**src/rtl/signal_lamp_monitor.sv**
```systemverilog
// Safety stage between the four-way controller and the lamp drivers: decodes
// light codes to lamp enables and latches a flashing-red fault on conflicts or over-long greens.
module signal_lamp_monitor #(
  parameter int unsigned CONFIRM_CYC = 2,
  parameter int unsigned MAX_GREEN   = 16,
  parameter int unsigned FLASH_CYC   = 4,
  parameter int unsigned RECOVER_CYC = 4
) (
  input  logic       clk,
  input  logic       rst_a,
  input  logic [2:0] n_light,
  input  logic [2:0] s_light,
  input  logic [2:0] e_light,
  input  logic [2:0] w_light,
  input  logic       clear_fault,
  output logic [3:0] lamp_r,
  output logic [3:0] lamp_y,
  output logic [3:0] lamp_g,
  output logic       fault,
  output logic [1:0] fault_code,
  output logic [1:0] mon_state
);

  typedef enum logic [1:0] {
    NORMAL  = 2'b00,
    CONFIRM = 2'b01,
    FAULT   = 2'b10,
    RECOVER = 2'b11
  } state_t;

  localparam logic [7:0] CONF_LIM  = 8'(CONFIRM_CYC);
  localparam logic [7:0] GREEN_LIM = 8'(MAX_GREEN);
  localparam logic [7:0] FLASH_LIM = 8'(FLASH_CYC);
  localparam logic [7:0] REC_LIM   = 8'(RECOVER_CYC);

  state_t     state_q, state_d;
  logic [7:0] conf_q, conf_d;
  logic [7:0] clean_q, clean_d;
  logic [7:0] flash_q, flash_d;
  logic [7:0] green_q, green_d;
  logic [1:0] gidx_q, gidx_d;
  logic       phase_q, phase_d;
  logic [3:0] r_d, y_d, g_d;
  logic       fault_d;
  logic [1:0] code_d;

  logic [3:0] is_red, is_yel, is_grn, is_bad;
  logic       conflict_now;
  logic [1:0] gidx_now;
  logic [7:0] green_cand;

  assign is_red = {w_light == 3'b000, e_light == 3'b000, s_light == 3'b000, n_light == 3'b000};
  assign is_grn = {w_light == 3'b001, e_light == 3'b001, s_light == 3'b001, n_light == 3'b001};
  assign is_yel = {w_light == 3'b010, e_light == 3'b010, s_light == 3'b010, n_light == 3'b010};
  assign is_bad = {w_light > 3'b010, e_light > 3'b010, s_light > 3'b010, n_light > 3'b010};

  assign conflict_now = (|is_bad) || ($countones(~is_red) > 1);
  assign gidx_now = is_grn[3] ? 2'd3 : is_grn[2] ? 2'd2 : is_grn[1] ? 2'd1 : 2'd0;

  // Run length of the current single green including this sample; a zero
  // count means no run in progress, so any green starts afresh at 1.
  always_comb begin
    green_cand = '0;
    if (!conflict_now && (|is_grn)) begin
      if (gidx_now == gidx_q && green_q != '0)
        green_cand = (green_q == 8'hFF) ? 8'hFF : green_q + 8'd1;
      else
        green_cand = 8'd1;
    end
  end

  always_comb begin
    state_d = state_q;
    conf_d  = conf_q;
    clean_d = clean_q;
    flash_d = flash_q;
    phase_d = phase_q;
    green_d = '0;
    gidx_d  = gidx_q;
    r_d     = '1;
    y_d     = '0;
    g_d     = '0;
    fault_d = fault;
    code_d  = fault_code;

    case (state_q)
      NORMAL: begin
        if (conflict_now) begin
          conf_d = 8'd1;
          if (CONF_LIM == 8'd1) begin
            state_d = FAULT;
            code_d  = 2'b01;
          end else begin
            state_d = CONFIRM;
          end
        end else if (green_cand >= GREEN_LIM) begin
          state_d = FAULT;
          code_d  = 2'b10;
        end else begin
          r_d     = is_red;
          y_d     = is_yel;
          g_d     = is_grn;
          green_d = green_cand;
          gidx_d  = gidx_now;
        end
      end
      CONFIRM: begin
        if (conflict_now) begin
          conf_d = conf_q + 8'd1;
          if (conf_d >= CONF_LIM) begin
            state_d = FAULT;
            code_d  = 2'b01;
          end
        end else begin
          state_d = NORMAL;
          conf_d  = '0;
          r_d     = is_red;
          y_d     = is_yel;
          g_d     = is_grn;
          green_d = green_cand;
          gidx_d  = gidx_now;
        end
      end
      FAULT: begin
        if (clear_fault) begin
          state_d = RECOVER;
          clean_d = '0;
        end else begin
          if (flash_q >= FLASH_LIM - 8'd1) begin
            flash_d = '0;
            phase_d = ~phase_q;
          end else begin
            flash_d = flash_q + 8'd1;
          end
          r_d = {4{phase_d}};
        end
      end
      RECOVER: begin
        if (conflict_now) begin
          clean_d = '0;
        end else if (clean_q + 8'd1 >= REC_LIM) begin
          state_d = NORMAL;
          clean_d = '0;
          fault_d = 1'b0;
          code_d  = 2'b00;
          r_d     = is_red;
          y_d     = is_yel;
          g_d     = is_grn;
          green_d = green_cand;
          gidx_d  = gidx_now;
        end else begin
          clean_d = clean_q + 8'd1;
        end
      end
      default: state_d = NORMAL;
    endcase

    // Every path into FAULT restarts the flash on the lit half-period.
    if (state_d == FAULT && state_q != FAULT) begin
      fault_d = 1'b1;
      phase_d = 1'b1;
      flash_d = '0;
      conf_d  = '0;
    end
  end

  always_ff @(posedge clk or negedge rst_a) begin
    if (!rst_a) begin
      state_q    <= NORMAL;
      conf_q     <= '0;
      clean_q    <= '0;
      flash_q    <= '0;
      green_q    <= '0;
      gidx_q     <= '0;
      phase_q    <= 1'b1;
      lamp_r     <= '1;
      lamp_y     <= '0;
      lamp_g     <= '0;
      fault      <= 1'b0;
      fault_code <= '0;
    end else begin
      state_q    <= state_d;
      conf_q     <= conf_d;
      clean_q    <= clean_d;
      flash_q    <= flash_d;
      green_q    <= green_d;
      gidx_q     <= gidx_d;
      phase_q    <= phase_d;
      lamp_r     <= r_d;
      lamp_y     <= y_d;
      lamp_g     <= g_d;
      fault      <= fault_d;
      fault_code <= code_d;
    end
  end

  assign mon_state = state_q;

endmodule
```
**config.mk**
```make
export PLATFORM = sky130hd
export DESIGN_NAME = signal_lamp_monitor
export DESIGN_NICKNAME = d
export VERILOG_FILES = /design/src/rtl/signal_lamp_monitor.sv
export SDC_FILE = /design/constraint.sdc
export NUM_CORES = 1
export LEC_CHECK = 0
export CAP_MARGIN = 20
export CORE_AREA = 4 4 93 95
export DETAILED_ROUTE_END_ITERATION = 7
export DIE_AREA = 0 0 97 99
export GPL_TIMING_DRIVEN = 0
export PLACE_DENSITY_LB_ADDON = 0.12
export SYNTH_ARGS = -nofsm -noshare
export SYNTH_HDL_FRONTEND = slang
export SYNTH_SLANG_ARGS = --single-unit
```
**constraint.sdc**
```tcl
create_clock -name clk -period 2.9 [get_ports clk]
set_input_delay 0.58 -clock clk [delete_from_list [all_inputs] [get_ports clk]]
set_output_delay 0.58 -clock clk [all_outputs]
set_load 0.1 [all_outputs]
```
==> results of run 1 <==
-- layout make-up --
type                            instances  area [sq um]
Timing Repair Buffer                   41           380
Buffer                                  6          30.0
Inverter                                8          30.0
Clock inverter                          3          42.5
Clock buffer                            5          68.8
Multi-Input combinational cell        210          1440
Tap cell                              102           128
Sequential cell                        52          1310
Fill cell                             747          4310
-- routing by layer --
metal,part of all wire,routed length (microns)
met1,0.49,3140
met2,0.47,3010
met3,0.026,168
met4,0.012,79
met5,0,0
-- state kept, by name, summed over array words and instances (netlist names) --
signal	cells
lamp_r	4
clean_q	8
conf_q	8
phase_q	1
green_q	8
mon_state	2
fault_code	2
flash_q	8
lamp_y	4
lamp_g	4
fault	1
gidx_q	2
-- logic make-up after synthesis --
kind of cell,share of synthesized area
flops,0.485
simple gates,0.275
xor+xnor,0.0162
mux,0.0195
fa+ha+maj,0.0353
compound gates,0.148
buf+inv,0.0213
-- power groups by stage --
stage	Clock, uW	Combinational, uW	Sequential [uW]
final	500	99.9	736
after floorplan	0	46.6	749
after CTS	522	101	736
after detailed placement	0	99.9	750
after global routing	552	113	737
after global placement	0	96.9	750
-- per-stage QoR --
step | hold slack, ps | setup WS, ps
after floorplan | 284 | 18.0
after global placement | 489 | -1080
after detailed placement | 490 | -1020
after CTS | 304 | 0.857
after global routing | 337 | -14.0
final | 281 | 66.7
-- how the worst max path moves through the flow --
stage                     depth (start not counted)         end  startpoint
final                                            11  flash_q[1]  n_light[2]
after global routing                              9   lamp_y[0]  w_light[2]
after CTS                                        10  flash_q[1]  n_light[2]
after detailed placement                          9  flash_q[3]  n_light[2]
after global placement                            9  flash_q[3]  n_light[2]
after floorplan                                   9  flash_q[1]  n_light[2]
-- cell usage after synthesis, drive strengths merged (2+ instances only) --
library cell	instances	area (sq um)
xnor2	4	35.0
or4	4	30.0
and3	9	56.3
a21oi	27	135
nand3	8	40.0
mux2i	3	30.0
or3b	4	37.5
o21ai	13	65.1
nor4	4	25.0
a2bb2oi	5	43.8
or2	2	12.5
mux2	2	22.5
nand2b	3	18.8
nand4	5	31.3
nand2	20	75.1
nor3	8	45.0
and4b	2	23.8
o21a	2	15.0
a21o	2	15.0
inv	8	30.0
dfrtp	47	1180
nor3b	2	15.0
ha	6	75.1
nor4b	5	50.0
dfstp	5	131
and2	9	56.3
clkbuf	6	22.5
or3	10	72.6
nor2	32	120
-- what timing repair did --
action,in CTS,in global routing
setup buffers,5,3
resized for setup,41,3
cloned,1,0
endpoints found under the setup margin,43,22
pin swaps,7,2
==> metrics, run 1 <==
CP Buf/Inv Count=3; mapped cell area=2700 sq um; Max clock buf depth=2; maximum vdd drop=approximately 0.26 mV; Placement Cell Area=3170 sq um; Clk pwr share=0.374; Synth-to-Final Area Change=26.9%; Die Wd=just under 100 microns; # diodes=0; mean routed wirelength per cell=about 15 microns; Worst path most repeated cell=buf_6; share of cells above drive strength 1=0.178; vias in the first global route=~2200; status=complete, no violations; sequential fraction of the synthesis area=0.485; DRC Markers=0; drt initial violations=50; Initial Util=0.349; commonest non-fill, non-tap cell in the layout=dfrtp_1; reg2reg setup slack=260 ps; row count=32; GR Util met2=0.228; met3 Use GR=0.0226; total grt overflow=0; Hold-fix buffers, CTS=0; fin area=3420 sq um; Ys Warns=0; Hold Crit Class=primary input to async pin; Setup violations, final=0; via count=around 2200; max cap viols=0; H-tree depth=2; port buffer count=31; critical setup path kind=primary input to flop; Die H=99 microns; period utilization=0.977; fin util=0.443; dpl cells=just over 400; Cell Int Power=~1000 uW; post-route setup TNS=0 ps; crit start category=primary input; fin crit period=2830 ps; RSZ-0062 raised after global routing=yes; Post-synth EDFFs=0; GR Util met1=0.187; via/cell ratio=about 5.2; fin. max-slew vios=0; worst slew pin tran=approximately 1000 ps; first drt pass iteration count=4; total chip power=1340 uW; Netlist cell types=55; root cell of the clock tree=clkbuf_8; total track usage=0.138; initial antenna violation count=0; CTS tree=yes; Crit Reg-Reg Startpoint=green_q[5]; Core ar.=between 7000 and 8000 sq um; post-synthesis area per instance=~9.7 sq um; Hold Fails Final Rpt=0; reg2reg path depth=5; combinational group share of total power=0.075; Switch Pwr=approximately 310 uW; io pins=32; worst reg2reg path endpoint=lamp_y[0]; Syn Inst Count=277; ys async rst share=1.00; critical path's slowest cell=or3_4; top_reg_cell synth=dfrtp_1; first-pass GRT wire length=about 11000 microns; Yosys reg bits=52; cell chain of the critical path=clkdlybuf4s15_1 > or3_4 > fa_2 > a211oi_2 > nand3_2 > buf_6 > o21ai_4 > nor2_1 > a21o_1 > buf_6 > o22ai_1; Clk pin slew, worst setup/hold paths=around 100 ps; Final Non-Filler Cells=between 400 and 500; remaining antenna violation count=0; Worst Clk Skew=around 8.2 ps; Slew headroom=0.332; wirelength, routed=between 6000 and 7000 microns; DP Wirelength=~4500 microns; CTS Buf Count=5; largest net degree at the start of global routing=29; Arrival @ worst endpoint=approximately 3000 ps; Most Crowded Layer GR=met2; Pleak=about 0.0015 uW; Clk Latency, worst-skew pair=just over 300 ps; Data required, critical path=3130 ps; Die Area=9600 sq um; Sw Share=0.230; Worst Path Max Fanout=9; Clock Sinks=52; CP top delay family=compound AO/OA/AOI/OAI gates; Cell Pwr Density=between 300 and 400 nW/um^2; placer congestion estimate=0.807; Final nets=around 350; Max Clk Rate=around 350 MHz; post-synth net total=299; crit end category=flop; sequential share of power=0.551; CP peak stage delay=between 400 and 500 ps; commonest non-fill, non-tap cells in the layout=dfrtp_1 (47), nor2_1 (31), a21oi_1 (25)
Note: power is estimated with default switching activity, not from simulation.
==> inputs of run 2 (changes only) <==
--- a/config.mk
+++ b/config.mk
@@ -5,10 +5,11 @@
 export SDC_FILE = /design/constraint.sdc
 export NUM_CORES = 1
 export LEC_CHECK = 0
+export ABC_AREA = 1
 export CAP_MARGIN = 20
-export CORE_AREA = 4 4 93 95
+export CORE_AREA = 4 4 98 100
 export DETAILED_ROUTE_END_ITERATION = 7
-export DIE_AREA = 0 0 97 99
+export DIE_AREA = 0 0 102 104
 export GPL_TIMING_DRIVEN = 0
 export PLACE_DENSITY_LB_ADDON = 0.12
 export SYNTH_ARGS = -nofsm -noshare
==> metrics, run 2 <==
status=complete, no violations (unchanged); crit start category=primary input (unchanged); Core ar.=8680 sq um (was 7730 sq um); fin crit period=2720 ps (was 2830 ps); sequential fraction of the synthesis area=0.438 (was 0.485); fin area=3610 sq um (was 3420 sq um); wirelength, routed=6490 microns (was 6400 microns); Hold Fails Final Rpt=0 (unchanged); Max Clk Rate=368 MHz (was 353 MHz); crit end category=flop (unchanged); Clk pin slew, worst setup/hold paths=90 ps (was 100 ps); vias in the first global route=2340 (was 2224); adder-cell share of the synthesized area=0.0319 (was 0.0353); mapped cell area=2980 sq um (was 2700 sq um); post-synthesis area per instance=8.31 sq um (was 9.73 sq um); Post-Synth Simple-Gate Area=0.367 (was 0.275); CTS Buf Count=5 (unchanged); worst slew pin tran=989 ps (was 1000 ps); share of cells above drive strength 1=0.204 (was 0.178); via count=2382 (was 2226); Syn Inst Count=359 (was 277); CTS tree=yes (unchanged); Compound-Gate Fraction of Synth Area=0.0789 (was 0.148); Initial Util=0.344 (was 0.349); Synth-to-Final Area Change=21.0% (was 26.9%); via/cell ratio=4.67 (was 5.21); first drt pass iteration count=4 (unchanged); GR Util met2=0.192 (was 0.228); root cell of the clock tree=clkbuf_8 (unchanged); drt initial violations=123 (was 50); Slew headroom=0.339 (was 0.332); RSZ-0062 raised after global routing=no (was yes); total grt overflow=0 (unchanged); DP Wirelength=4800 microns (was 4490 microns); total chip power=1350 uW (was 1340 uW); H-tree depth=2 (unchanged); Hold Crit Class=primary input to async pin (unchanged); Max clock buf depth=2 (unchanged); commonest non-fill, non-tap cell in the layout=nand2_1 (was dfrtp_1); most frequent cell after synthesis=nand2_1 (was dfrtp_1); period utilization=0.937 (was 0.977); DRC Markers=0 (unchanged); remaining antenna violation count=0 (unchanged); largest net degree at the start of global routing=35 (was 29); Ys Warns=0 (unchanged); Data required, critical path=3150 ps (was 3130 ps); GR Util met1=0.178 (was 0.187); Worst Clk Skew=12.3 ps (was 8.22 ps); critical setup path kind=primary input to flop (unchanged); Arrival @ worst endpoint=2970 ps (was 3070 ps); max cap viols=0 (unchanged); Worst Path Max Fanout=8 (was 9); port buffer count=31 (unchanged); placer congestion estimate=0.751 (was 0.807); final worst slack=182 ps (was 66.7 ps); Final nets=423 (was 346); Fillers=892 (was 747); total track usage=0.126 (was 0.138); mux contribution to synthesized area=0 (was 0.0195); Clk Latency, worst-skew pair=310 ps (about the same); combinational family with the most area after synthesis=simple AND/OR/NAND/NOR gates (unchanged); post-synth net total=381 (was 299); commonest non-fill, non-tap cells in the layout=nand2_1 (84), dfrtp_1 (47), inv_1 (45) (was dfrtp_1 (47), nor2_1 (31), a21oi_1 (25)); xor/xnor share of the synthesized area=0.0176 (was 0.0162); Setup violations, final=0 (unchanged); Die H=104 microns (was 99 microns); Hold-fix buffers, CTS=0 (unchanged); maximum vdd drop=0.190 mV (was 0.260 mV); largest cells by area after synthesis=dfrtp_1 (39%), nand2_1 (11%), inv_1 (5.7%), nor2_1 (5.5%), dfstp_2 (4.4%) (was dfrtp_1 (44%), a21oi_1 (5.0%), dfstp_2 (4.9%), nor2_1 (4.5%), ha_1 (2.8%)); met3 Use GR=0.0342 (was 0.0226); Netlist cell types=39 (was 55); ys async rst share=1.00 (unchanged); Placement Cell Area=3440 sq um (was 3170 sq um); Synth top cells by count=nand2_1 (84), dfrtp_1 (47), inv_1 (45), nor2_1 (44), nand3_1 (19) (was dfrtp_1 (47), nor2_1 (32), a21oi_1 (27), nand2_1 (20), o21ai_0 (11)); first-pass GRT wire length=10900 microns (was 11000 microns); # diodes=0 (unchanged); reg2reg path depth=10 (was 5); Most Crowded Layer GR=met2 (unchanged); Pleak=0.00168 uW (was 0.00148 uW); Post-synth EDFFs=0 (unchanged); Die Wd=102 microns (was 97 microns); top-area cell type share of the netlist area=0.394 (was 0.436); initial antenna violation count=0 (unchanged); fin. max-slew vios=0 (unchanged); Clock Sinks=52 (unchanged); Yosys top cell by area=dfrtp_1 (unchanged); top_reg_cell synth=dfrtp_1 (unchanged); io pins=32 (unchanged); row count=34 (was 32); Cell Pwr Density=375 nW/um^2 (was 390 nW/um^2); Yosys reg bits=52 (unchanged); Setup WS pre-CTS=-426 ps (was -1020 ps); Die Area=10600 sq um (was 9600 sq um); mean routed wirelength per cell=12.7 microns (was 15.0 microns)
-- run 2: cell types whose count changed in the layout (fill, tap and decap cells not counted), sizes merged, moves of 10 or more --
cell | previous run | this run
nand2 | 20 | 99
inv | 8 | 48
nor2 | 32 | 63
nand3 | 8 | 27
a21oi | 27 | 13
buf | 15 | 5
or3 | 10 | 0
-- run 2: what timing repair did --
action | CTS | global route
cloned | 0 | 1
endpoints found under the setup margin | 30 | 37
buffers inserted | 1 | 1
resized for setup | 1 | 7
pin swaps | 1 | 4
-- run 2: path summary, 6_finish.rpt --
path / slack, ps / end / startpoint
worst max-delay path: 180 / gidx_q[1] / n_light[2]
worst min-delay path: 210 / lamp_g[2] / rst_a
worst max register to register: 900 / green_q[3] / green_q[0]
worst min register to register: 470 / flash_q[2] / flash_q[2]
max in group asynchronous: 2090 / lamp_r[1] / rst_a
min in group clk: 470 / flash_q[2] / flash_q[2]
-- run 2: final cells by class --
type	instances	area (sq um)	area share
Multi-Input combinational cell	258	1520	0.421
Sequential cell	52	1310	0.362
Timing Repair Buffer	34	342	0.0947
Inverter	49	185	0.0513
Tap cell	108	135	0.0374
Clock buffer	6	72.6	0.0201
Clock inverter	2	35.0	0.00971
Buffer	1	11.3	0.00312
-- run 2: logic make-up after synthesis --
logic type	count (synthesis)
flops	52
compound gates	36
buf+inv	50
xor+xnor	6
fa+ha+maj	7
simple gates	208
-- run 2: critical path: stages --
cell,delay (ps)
clkdlybuf4s50_1,480
nor2_2,160
nand2_1,120
fa_1,520
a21oi_1,170
nand2_1,130
nor2_4,150
o211ai_2,150
nand2_2,130
nand2_4,110
nand2_8,140
nand2_1,70
nand2_1,60
-- run 2: metrics by stage --
stage	hold slack (ps)	instances	util	TNS, ps
global placement	442	498	0.395	-34390
finish	206	510	0.416	0
CTS	218	508	0.410	0
floorplan	284	359	-	0
detailed placement	446	499	0.397	-14810
global route	231	510	0.416	0
-- run 2: power breakdown --
| group | total, uW | switching (uW) | internal [uW] | leakage [uW] |
|---|---|---|---|---|
| Combinational | 100 | 59.4 | 40.8 | 0.000930 |
| Sequential | 746 | 7.84 | 738 | 0.000694 |
| Clock | 507 | 250 | 257 | 0.0000552 |
| Total | 1350 | 317 | 1040 | 0.00168 |
-- run 2: per-layer routing --
| metal | wire, microns | vias to the layer above |
|---|---|---|
| met4 | 60 | 0 |
| met3 | 320 | 5 |
| met5 | 0 | - |
| met1 | 3190 | 1113 |
| li1 | - | 1224 |
| met2 | 2920 | 40 |
